`config.mk`:
```
export PLATFORM = sky130hd
export DESIGN_NAME = booth_mac_acc_flat
export DESIGN_NICKNAME = d
export VERILOG_FILES = /design/src/rtl/booth_pkg.sv /design/src/rtl/booth_mac_acc_if.sv /design/src/rtl/mac_acc_add.sv /design/src/rtl/booth_mac_acc.sv /design/src/flat_wrapper.sv
export SDC_FILE = /design/constraint.sdc
export NUM_CORES = 1
export LEC_CHECK = 0
export BUFFER_PORTS_ARGS = -buffer_cell sky130_fd_sc_hd__buf_4
export CORE_MARGIN = 1.5
export CORE_UTILIZATION = 56
export DETAILED_ROUTE_END_ITERATION = 8
export PLACE_DENSITY = 0.8
export SLEW_MARGIN = 5
export SYNTH_ARGS = -nofsm -noshare
export SYNTH_HDL_FRONTEND = slang
export SYNTH_SLANG_ARGS = --single-unit
export TNS_END_PERCENT = 10
```
`constraint.sdc`:
```
create_clock -name clk -period 3.6 [get_ports clk]
set_input_delay 0.72 -clock clk [delete_from_list [all_inputs] [get_ports clk]]
set_output_delay 0.72 -clock clk [all_outputs]
set_load 0.02 [all_outputs]
```
`src/rtl/booth_pkg.sv`:
```
// Shared widths and types for the Booth multiplier datapath and its frame accumulator.
// numbit is the single source of width for everything downstream.
package booth_pkg;

  localparam int numbit    = 11;
  localparam int PW_DEF    = 2*numbit;
  localparam int GUARD_DEF = 4;
  localparam int AW_DEF    = 2*numbit+4;
  localparam int CNTW_DEF  = 8;

  typedef enum logic {ACCUM, HOLD} mac_state_t;

endpackage

```
`src/rtl/booth_mac_acc_if.sv`:
```
// Product stream in, frame-result stream out, both valid/ready.
// The accumulator is the slave; the source/sink side is the master.
interface booth_mac_acc_if
  import booth_pkg::*;
#(
  parameter int PW   = PW_DEF,
  parameter int AW   = AW_DEF,
  parameter int CNTW = CNTW_DEF
);

  logic            in_valid;
  logic            in_ready;
  logic [PW-1:0]   in_prod;
  logic            in_last;
  logic            out_valid;
  logic            out_ready;
  logic [AW-1:0]   out_sum;
  logic [CNTW-1:0] out_cnt;
  logic            out_ovf;

  modport master (
    output in_valid, in_prod, in_last, out_ready,
    input  in_ready, out_valid, out_sum, out_cnt, out_ovf
  );

  modport slave (
    input  in_valid, in_prod, in_last, out_ready,
    output in_ready, out_valid, out_sum, out_cnt, out_ovf
  );

endinterface

```
`src/rtl/mac_acc_add.sv`:
```
// AW-bit accumulator adder: zero-extends the PW-bit product and exposes the carry-out.
module mac_acc_add #(
  parameter int PW = 22,
  parameter int AW = 26
) (
  input  logic [AW-1:0] acc,
  input  logic [PW-1:0] prod,
  output logic [AW-1:0] sum,
  output logic          carry
);

  assign {carry, sum} = {1'b0, acc} + {{(AW+1-PW){1'b0}}, prod};

endmodule

```
`src/rtl/booth_mac_acc.sv`:
```
// Frame accumulator for unsigned multiplier products: sums products until in_last,
// then presents sum, count and sticky overflow on a registered valid/ready output.
module booth_mac_acc
  import booth_pkg::*;
#(
  parameter int PW    = PW_DEF,
  parameter int GUARD = GUARD_DEF,
  parameter int CNTW  = CNTW_DEF
) (
  input  logic            clk,
  input  logic            rst_n,
  booth_mac_acc_if.slave  bus
);

  localparam int AW = PW + GUARD;

  mac_state_t      state_q, state_d;
  logic [AW-1:0]   acc_q, acc_d;
  logic [CNTW-1:0] cnt_q, cnt_d;
  logic            ovf_q, ovf_d;
  logic            out_valid_q, out_valid_d;
  logic [AW-1:0]   out_sum_q, out_sum_d;
  logic [CNTW-1:0] out_cnt_q, out_cnt_d;
  logic            out_ovf_q, out_ovf_d;

  logic            in_ready;
  logic            acc_fire;
  logic            out_fire;
  logic [AW-1:0]   add_sum;
  logic            add_carry;
  logic [CNTW-1:0] cnt_inc;

  mac_acc_add #(.PW(PW), .AW(AW)) u_add (
    .acc   (acc_q),
    .prod  (bus.in_prod),
    .sum   (add_sum),
    .carry (add_carry)
  );

  assign in_ready = (state_q == ACCUM) | ((state_q == HOLD) & bus.out_ready);
  assign acc_fire = bus.in_valid & in_ready;
  assign out_fire = out_valid_q & bus.out_ready;
  assign cnt_inc  = cnt_q + CNTW'(1);

  // acc/cnt/ovf are always zero while in HOLD, so the same add path both
  // continues a frame in ACCUM and starts a fresh one as a result retires.
  always_comb begin
    // NOTE: every signal gets a default first so no path leaves it unassigned (no latch).
    state_d     = state_q;
    acc_d       = acc_q;
    cnt_d       = cnt_q;
    ovf_d       = ovf_q;
    out_valid_d = out_valid_q;
    out_sum_d   = out_sum_q;
    out_cnt_d   = out_cnt_q;
    out_ovf_d   = out_ovf_q;

    if (acc_fire) begin
      if (bus.in_last) begin
        out_sum_d   = add_sum;
        out_cnt_d   = cnt_inc;
        out_ovf_d   = ovf_q | add_carry;
        acc_d       = '0;
        cnt_d       = '0;
        ovf_d       = 1'b0;
        out_valid_d = 1'b1;
        state_d     = HOLD;
      end else begin
        acc_d       = add_sum;
        cnt_d       = cnt_inc;
        ovf_d       = ovf_q | add_carry;
        out_valid_d = 1'b0;
        state_d     = ACCUM;
      end
    end else if (out_fire) begin
      out_valid_d = 1'b0;
      state_d     = ACCUM;
    end
  end

  // NOTE: state registers use non-blocking assignments so all flops update together.
  always_ff @(posedge clk) begin
    if (!rst_n) begin
      state_q     <= ACCUM;
      acc_q       <= '0;
      cnt_q       <= '0;
      ovf_q       <= 1'b0;
      out_valid_q <= 1'b0;
      out_sum_q   <= '0;
      out_cnt_q   <= '0;
      out_ovf_q   <= 1'b0;
    end else begin
      state_q     <= state_d;
      acc_q       <= acc_d;
      cnt_q       <= cnt_d;
      ovf_q       <= ovf_d;
      out_valid_q <= out_valid_d;
      out_sum_q   <= out_sum_d;
      out_cnt_q   <= out_cnt_d;
      out_ovf_q   <= out_ovf_d;
    end
  end

  assign bus.in_ready  = in_ready;
  assign bus.out_valid = out_valid_q;
  assign bus.out_sum   = out_sum_q;
  assign bus.out_cnt   = out_cnt_q;
  assign bus.out_ovf   = out_ovf_q;

endmodule

```
`src/flat_wrapper.sv`:
```
// flat-port wrapper written by rule: the top's interface ports become plain ports
module booth_mac_acc_flat import booth_pkg::*;
#(
  parameter int PW    = PW_DEF,
  parameter int GUARD = GUARD_DEF,
  parameter int CNTW  = CNTW_DEF
)
  (clk, rst_n, bus_in_valid, bus_in_prod, bus_in_last, bus_out_ready, bus_in_ready, bus_out_valid, bus_out_sum, bus_out_cnt, bus_out_ovf);
  booth_mac_acc_if #(.PW(PW), .AW((26)), .CNTW(CNTW)) bus_i ();
  input  logic clk;
  input  logic rst_n;
  input wire logic [$bits(bus_i.in_valid)-1:0] bus_in_valid;
  input wire logic [$bits(bus_i.in_prod)-1:0] bus_in_prod;
  input wire logic [$bits(bus_i.in_last)-1:0] bus_in_last;
  input wire logic [$bits(bus_i.out_ready)-1:0] bus_out_ready;
  output wire logic [$bits(bus_i.in_ready)-1:0] bus_in_ready;
  output wire logic [$bits(bus_i.out_valid)-1:0] bus_out_valid;
  output wire logic [$bits(bus_i.out_sum)-1:0] bus_out_sum;
  output wire logic [$bits(bus_i.out_cnt)-1:0] bus_out_cnt;
  output wire logic [$bits(bus_i.out_ovf)-1:0] bus_out_ovf;
  assign bus_i.in_valid = bus_in_valid;
  assign bus_i.in_prod = bus_in_prod;
  assign bus_i.in_last = bus_in_last;
  assign bus_i.out_ready = bus_out_ready;
  assign bus_in_ready = bus_i.in_ready;
  assign bus_out_valid = bus_i.out_valid;
  assign bus_out_sum = bus_i.out_sum;
  assign bus_out_cnt = bus_i.out_cnt;
  assign bus_out_ovf = bus_i.out_ovf;
  booth_mac_acc #(.PW(PW), .GUARD(GUARD), .CNTW(CNTW)) u_core (.clk(clk), .rst_n(rst_n), .bus(bus_i));
endmodule
```
==> results.txt <==
----------------------------------------------------
[Outcome]
  Result of the run ... completed

[Synth]
  Syn_nets ... 457
  Summed instance area of the synthesized netlist ... 3645 µm²
  Portion of synthesized cell area occupied by the leading cell type ... 39.00%
  Number of enable flip-flop cells after synthesis ... 0
  Cell count after synthesis ... 406
  Mapped Avg Cell Area ... 8.977 µm²
  Most used DFF post-synth ... sky130_fd_sc_hd__dfxtp_1
  Register area share after synthesis ... 39.00%
  Largest cells by area after synthesis ... sky130_fd_sc_hd__dfxtp_1 39%, sky130_fd_sc_hd__ha_1 7.9%, sky130_fd_sc_hd__a22o_1 7.2%, sky130_fd_sc_hd__xnor2_1 4.1%, sky130_fd_sc_hd__nand2_1 4.0%
  Ys async rst share ... 0%
  Synth cell count leaders ... 71 x sky130_fd_sc_hd__dfxtp_1, 39 x sky130_fd_sc_hd__nand2_1, 30 x sky130_fd_sc_hd__a22o_1
  Number of storage elements in the synthesis netlist ... 71
  Cell type with the highest aggregate area in the netlist ... sky130_fd_sc_hd__dfxtp_1
  Syn. warnings ... 0
  Post-synthesis cell type count ... 51
  Most frequent cell after synthesis ... sky130_fd_sc_hd__dfxtp_1

[STA]
  Post-route clock period utilization ... 82.99%
  Setup TNS ... 0 ps
  Slew at the pin with the worst max-slew slack ... 814.1 ps
  Final-report setup violation count ... 0
  Worst slew margin relative to its limit ... 45.66%
  Worst-case clock skew ... 9.851 ps
  Number of hold violations in the final report ... 0
  Peak clock frequency supported by timing ... 334.7 MHz
  Final max-slew violation count ... 0
  Worst hold slack across all endpoints ... 455.4 ps
  Min cycle time layout ... 2988 ps
  Setup repair after global routing missed its margin ... false

[GRT]
  Number of global-route vias before repair ... 3244
  Met2 Resource Use GR ... 44.21%
  Met1 routing resource usage after global routing ... 33.64%
  Aggregate global-route resource usage ... 26.28%
  Global Route met3 Usage ... 3.660%
  Global-route wire length before repair ... 15040 µm
  Remaining global-route overflow ... 0
  Most used routing layer ... met2
  Maximum number of pins on one net before global-route repair ... 28
  Initial antenna violation count ... 0

[Clock tree]
  Buffer levels on the longest clock path ... 2
  Cts bufs inserted ... 9
  Clk sink count ... 71
  Clock transition at the registers of the reported paths ... 70 ps
  Count of buffers added by post-CTS timing repair for setup ... 0
  Number of hold buffers added after cts ... 0
  Buffer type at the clock tree root ... sky130_fd_sc_hd__clkbuf_8
  Number of levels the H-tree was split into ... 3
  CTS tree ... done
  Insertion delay of the later-clocked pin in the worst-skew pair ... 340 ps
  Resize count post-CTS ... 0

[Flow run]
  Number of max-cap violations ... 0

[Setup path]
  Critical path required time ... 3830 ps
  Critical path start-end classification ... in -> reg
  CP Capture Type ... register
  CP Launch Type ... primary input
  Maximum fanout along the worst path ... 9
  Data arrival time of the critical path ... 3220 ps

[Die]
  Height of the die ... 83.68 µm
  FP Rows ... 29
  Core Area ... 6314 µm²
  Top-Level Pins ... 64
  Die width ... 83.68 µm
  Starting Density ... 57.73%
  Full die area ... 7002 µm²

[Cells and area]
  Area used by multi-input combinational logic ... 2128 µm²
  Inserted Diodes ... 0
  Fillcell total ... 511
  Sequential cell area in the final layout ... 1421 µm²
  Fraction of layout instances using a drive strength above 1 ... 20.04%
  Final nets ... 520
  Area added between synthesis and finish ... 20.87%

[Pwr]
  Pint ... 1307 µW
  Peak supply drop ... 0.3333 mV
  Switching portion of total power ... 28.99%
  Leak Pwr ... 0.001868 µW
  Share of power burned in the clock network ... 34.8%
  Part of the total power dissipated in combinational logic ... 19.5%
  Share of total power in sequential cells ... 45.7%
  Cell area power density ... 417.8 nW/µm²
  Net Sw Power ... 533.5 µW

[Detailed routing]
  DRC violations left ... 0
  Final wirelength ... 9140 µm
  Detail-routed net length per standard cell ... 16.59 µm
  Antenna-violating nets left ... 0
  Drt initial violations ... 202
  Vias/cell ... 6.047
  Number of search-and-repair iterations in the first detailed-routing pass ... 4
  Total via count after detailed routing ... 3332

[Placement]
  HPWL after detailed placement ... 6649 µm
  Global placement routability congestion ... 0.8911
  Number of buffers added on ports ... 63

[Min path]
  Type of the most critical hold path ... reg -> reg

----------------------------------------------------
## worst max-delay path: stages
cell                       delay, ps
sky130_fd_sc_hd__buf_4           110
sky130_fd_sc_hd__ha_1            230
sky130_fd_sc_hd__fa_1            420
sky130_fd_sc_hd__a21oi_1         270
sky130_fd_sc_hd__o211ai_2        170
sky130_fd_sc_hd__a221oi_2        390
sky130_fd_sc_hd__a211oi_2        160
sky130_fd_sc_hd__a211oi_4        400
sky130_fd_sc_hd__o21bai_1        140
sky130_fd_sc_hd__a22o_1          200
## registers in the layout (all words and copies together), names as in the netlist
signal,flops
u_core.acc_q,26
u_core.bus.out_sum,26
u_core.bus.out_cnt,8
u_core.cnt_q,8
u_core.bus.out_ovf,1
u_core.ovf_q,1
u_core.state_q,1
## cells in the final DEF, fill, tap and decap left out, types with 11 or more instances in the layout
cell / Yosys / layout
sky130_fd_sc_hd__dfxtp_1: 71 / 71
sky130_fd_sc_hd__buf_4: 1 / 68
sky130_fd_sc_hd__nand2_1: 39 / 39
sky130_fd_sc_hd__a22o_1: 30 / 30
sky130_fd_sc_hd__nor2_1: 29 / 29
sky130_fd_sc_hd__a21oi_1: 29 / 28
sky130_fd_sc_hd__o21ai_0: 26 / 26
sky130_fd_sc_hd__ha_1: 23 / 23
sky130_fd_sc_hd__xnor2_1: 17 / 17
sky130_fd_sc_hd__nand3_1: 11 / 11
sky130_fd_sc_hd__xor2_1: 11 / 11
## cell type report
class	instances	area share [%]
Clock inverter	5	1.306
Clock buffer	11	3.209
Sequential cell	71	32.26
Tap cell	77	2.187
Inverter	8	0.6816
Timing Repair Buffer	69	12.04
Multi-Input combinational cell	310	48.31
## power by group through the flow
stage / combinational (µW) / clock, µW / sequential [µW]
after floorplan: 216 / 0 / 879
after global placement: 346 / 0 / 858
after detailed placement: 354 / 0 / 859
after CTS: 357 / 647 / 841
after global routing: 391 / 682 / 845
final: 359 / 641 / 841
## path summary, 6_finish.rpt
check | startpoint | to | slack, ps | cells past startpoint
worst min register to register | u_core.bus.out_sum[25] | u_core.bus.out_sum[25] | 460 | 2
worst min-delay path | u_core.bus.out_sum[25] | u_core.bus.out_sum[25] | 460 | 2
worst max-delay path | bus_in_prod[0] | u_core.bus.out_ovf | 610 | 10
worst max register to register | u_core.acc_q[0] | u_core.bus.out_ovf | 800 | 9
## cell families after synthesis
family | share of synthesized area, %
AOI/OAI and AO/OA | 27.94
and+or+nand+nor | 15.17
DFF | 39.00
xor gates and xnor gates | 6.728
buffers and inverters | 2.712
adders and majority gates | 8.445
## stage by stage
stage                     power [µW]  instance area [µm²]  utilization (%)  cells  worst slack, ps
after floorplan                 1094                 3645                -    406            697.2
after global placement          1204                 4207            66.63    535            355.7
after detailed placement        1213                 4207            66.63    535            282.7
after CTS                       1846                 4405            69.78    551            628.9
after global routing            1918                 4405            69.78    551            429.9
final                           1841                 4405            69.78    551            612.4
## metal layers
metal,vias to the layer above,share of wire (%)
met4,0,1.9
met3,18,5.3
met2,100,49
met5,-,0
met1,1593,44
li1,1621,-
Note: power is estimated with default switching activity, not from simulation.
